$ cat src/rtl/otp_pkg.sv
// otp_pkg: shared sizes and word type for the one-time-pad cryptor
package otp_pkg;
    localparam int KEY_SIZE = 16;
    localparam int MSG_SIZE = 240;
    localparam int WORDS_PER_MSG = MSG_SIZE / KEY_SIZE;
    typedef logic [KEY_SIZE-1:0] otp_word_t;
endpackage

$ cat src/rtl/otp_xor_lane.sv
// otp_xor_lane: combinational bitwise XOR of one word
module otp_xor_lane #(
    parameter int W = 16
) (
    input  logic [W-1:0] a,
    input  logic [W-1:0] b,
    output logic [W-1:0] y
);
    assign y = a ^ b;
endmodule

$ cat src/rtl/otp_cryptor.sv
// otp_cryptor: registered one-time-pad XOR stage, one word per clock
module otp_cryptor
    import otp_pkg::*;
#(
    parameter int KEY_SIZE = otp_pkg::KEY_SIZE,
    parameter int MSG_SIZE = otp_pkg::MSG_SIZE
) (
    input  logic                clk,
    input  logic                rst_n,
    input  logic [KEY_SIZE-1:0] msg,
    input  logic [KEY_SIZE-1:0] key,
    output logic [KEY_SIZE-1:0] out
);
    logic [KEY_SIZE-1:0] mix;
    // Message length is never counted; it only has to split into whole words.
    if (MSG_SIZE % KEY_SIZE != 0) begin : g_bad_size
        $error("MSG_SIZE must be a multiple of KEY_SIZE");
    end
    otp_xor_lane #(.W(KEY_SIZE)) lane (
        .a(msg),
        .b(key),
        .y(mix)
    );
    always_ff @(posedge clk or negedge rst_n)
        if (!rst_n) out <= '0;
        else        out <= mix;
endmodule

$ cat config.mk
export PLATFORM = sky130hd
export DESIGN_NAME = otp_cryptor
export DESIGN_NICKNAME = d
export VERILOG_FILES = /design/src/rtl/otp_pkg.sv /design/src/rtl/otp_xor_lane.sv /design/src/rtl/otp_cryptor.sv
export SDC_FILE = /design/constraint.sdc
export NUM_CORES = 1
export LEC_CHECK = 0
export CORE_MARGIN = 4
export CORE_UTILIZATION = 29
export CTS_CLUSTER_SIZE = 16
export DETAILED_ROUTE_END_ITERATION = 10
export PLACE_DENSITY = 0.77
export SYNTH_ARGS = -nofsm -noshare
export SYNTH_HDL_FRONTEND = slang
export SYNTH_SLANG_ARGS = --single-unit
$ cat constraint.sdc
create_clock -name clk -period 0.8 [get_ports clk]
set_input_delay 0.12 -clock clk [delete_from_list [all_inputs] [get_ports clk]]
set_output_delay 0.12 -clock clk [all_outputs]
set_load 0.01 [all_outputs]
==> flow_summary.toml, run 1 <==
[cts]
cts_inserted_buffers = 3
clockRootBuffer = "clkbuf_4"
ctsHtreeMaxLevel = 1
clk_pin_slew_worst_paths_ps = 90
cts_tree = "built"
post_cts_resize_count = 64
cts_setup_buffers = 0
cts_max_path_buffers = 2
cts_hold_buffers = 0
cts.sinks = 16

[power_and_ir_drop]
power_density_nw_per_um2 = 1740
power.switching_w = 0.000408
intPower_w = 0.00141
clockPowerShare = 0.285
pwr-share-comb = 0.216
leakage_nw = 0.479
peakVddDrop_v = 0.000950
switching_share = 0.225
power_frac_seq = 0.498

[synth]
yosys.area.top_type = "dfrtp_1"
synth_edf_count = 0
synth_top_area_frac = 0.741
synth_cells = 32
ys_seq_elements = 16
syn-num-nets = 66
ys_seq_area_frac = 0.741
ys_top_cells_by_count = "16 x dfrtp_1, 16 x xor2_1"
ys.flop_type = "dfrtp_1"
syn_area_um2 = 541
synthArstFlopShare = 1.00
yosysUniqueCellTypes = 2
yosys-top-cells-area = "dfrtp_1 74%, xor2_1 26%"
yosys_warnings = 0
syn_avg_cell_area_um2 = 16.9

[worst_setup_path]
required_ps = 680
start_kind = "register"
critPathTopFamily = "flip-flops"
crit_type = "register to output pin"
cp-end-kind = "output pin"
slowest_stage = "dfrtp_1"
cp.arrival_ps = 790
critPathMaxStageDelay_ps = 380
crit_buf_inv = 1
cp_max_fo = 1
worstPathCellList = "buf_2"

[cells_and_area]
antenna_cells = 0
final_cells = 111
drive_gt1_frac = 0.244
top_register = "out"
area_growth_pct = 93.3
seqCellArea_um2 = 400
multi_input_area_um2 = 140
reg_top3 = "out x16"
largest_register_ffs = 16
num-nets-final = 121
fillers = 160

[grt]
grt_usage = 0.110
grt_overflow = 0
grt_pass1_wl_mm = 2.09
antenna_found_initial = 0
grt_pass1_vias = 485
grt_max_degree = 17

[job]
drv_cap = 0

[status]
status = "finished with violations"
violations = "setup timing"

[placed_design]
post-place-ws_ps = -180
dp.cells = 107
numPortBuffers = 49
gp_congestion = 0.583
dp_hpwl_mm = 1.10

[timing]
tightest_slew_ps = 169
hold_viol_final = 0
rsz0062_at_grt = "yes"
max_slew_margin = 0.887
max_freq_ghz = 1.10
worst_slack_ps = -107
setup_viol = 16
slew_viol_final = 0
fin_crit_ps = 907
fin_crit_sh = 1.13

[die]
coreArea_um2 = 1750
die-area_um2 = 2620
num_io_pins = 50
die-height_um = 51.2
rows = 15
fp.dieW_um = 51.2
start_util = 0.310

[route]
wl_per_cell_um = 11.9
antenna_left = 0
vias = 434
drt_iter0_drc = 0
wirelength_mm = 1.33
drc_errors = 0
via_per_inst = 3.91
drt_first_pass_iters = 1

[min_path]
hp-class = "primary input to asynchronous set/reset pin"
metal layers:
metal  GRT usage  vias up  share of wire
met1      0.0961      201           0.33
li1            -      203              -
met4      0.0404        0              0
met5           0        -              0
met2       0.225       30           0.56
met3      0.0321        0           0.11
through the flow:
stage                     TNS [ps]  total power (W)  utilization  area [um^2]  hold slack, ps
final                        -1530          0.00182        0.599         1040             172
after global placement       -2580          0.00138        0.620         1080             468
after CTS                    -1820          0.00185        0.595         1040             164
after global routing         -2270          0.00192        0.599         1040             173
after floorplan                  0          0.00102            -          541            -176
after detailed placement     -2980          0.00140        0.620         1080             467
power by group through the flow:
stage	clock [W]	sequential, W	combinational (W)
after global routing	0.000587	0.000917	0.000421
after floorplan	0	0.000973	0.0000465
after detailed placement	0	0.000926	0.000474
after CTS	0.000546	0.000906	0.000397
after global placement	0	0.000922	0.000463
final	0.000519	0.000905	0.000392
cell families after synthesis:
family,synth area share
xor+xnor,0.259
flops,0.741
how the worst max path moves through the flow:
stage	start	to	cells past startpoint
after global placement	out[5]	out[5]	1
after floorplan	out[0]	out[0]	0
final	out[1]	out[1]	1
after global routing	out[11]	out[11]	1
after detailed placement	out[11]	out[11]	1
after CTS	out[11]	out[11]	1
area by class of cell:
class / instances / area share
repair buffers: 50 / 0.418
flip-flops and latches: 16 / 0.383
multi-input cells: 16 / 0.134
well taps: 25 / 0.0299
clock buffers: 4 / 0.0347
cells in the final DEF (no fill, tap or decap):
cell and n:
xor2_1 16, clkdlybuf4s50_1 33, clkbuf_4 3, buf_12 1, buf_2 15, clkbuf_8 1, dfrtp_1 16, buf_6 1
Note: power is estimated with default switching activity, not from simulation.
==> run 2: changes to the inputs <==
CAP_MARGIN = 15   (was unset)
==> results of run 2 <==
Same layout as run 1: the final DEF is identical, and so are final timing and power.
==> run 3: changes to the inputs <==
CTS_CLUSTER_SIZE = unset   (was 16)
==> results of run 3 <==
Same layout as run 1: the final DEF is identical, and so are final timing and power.
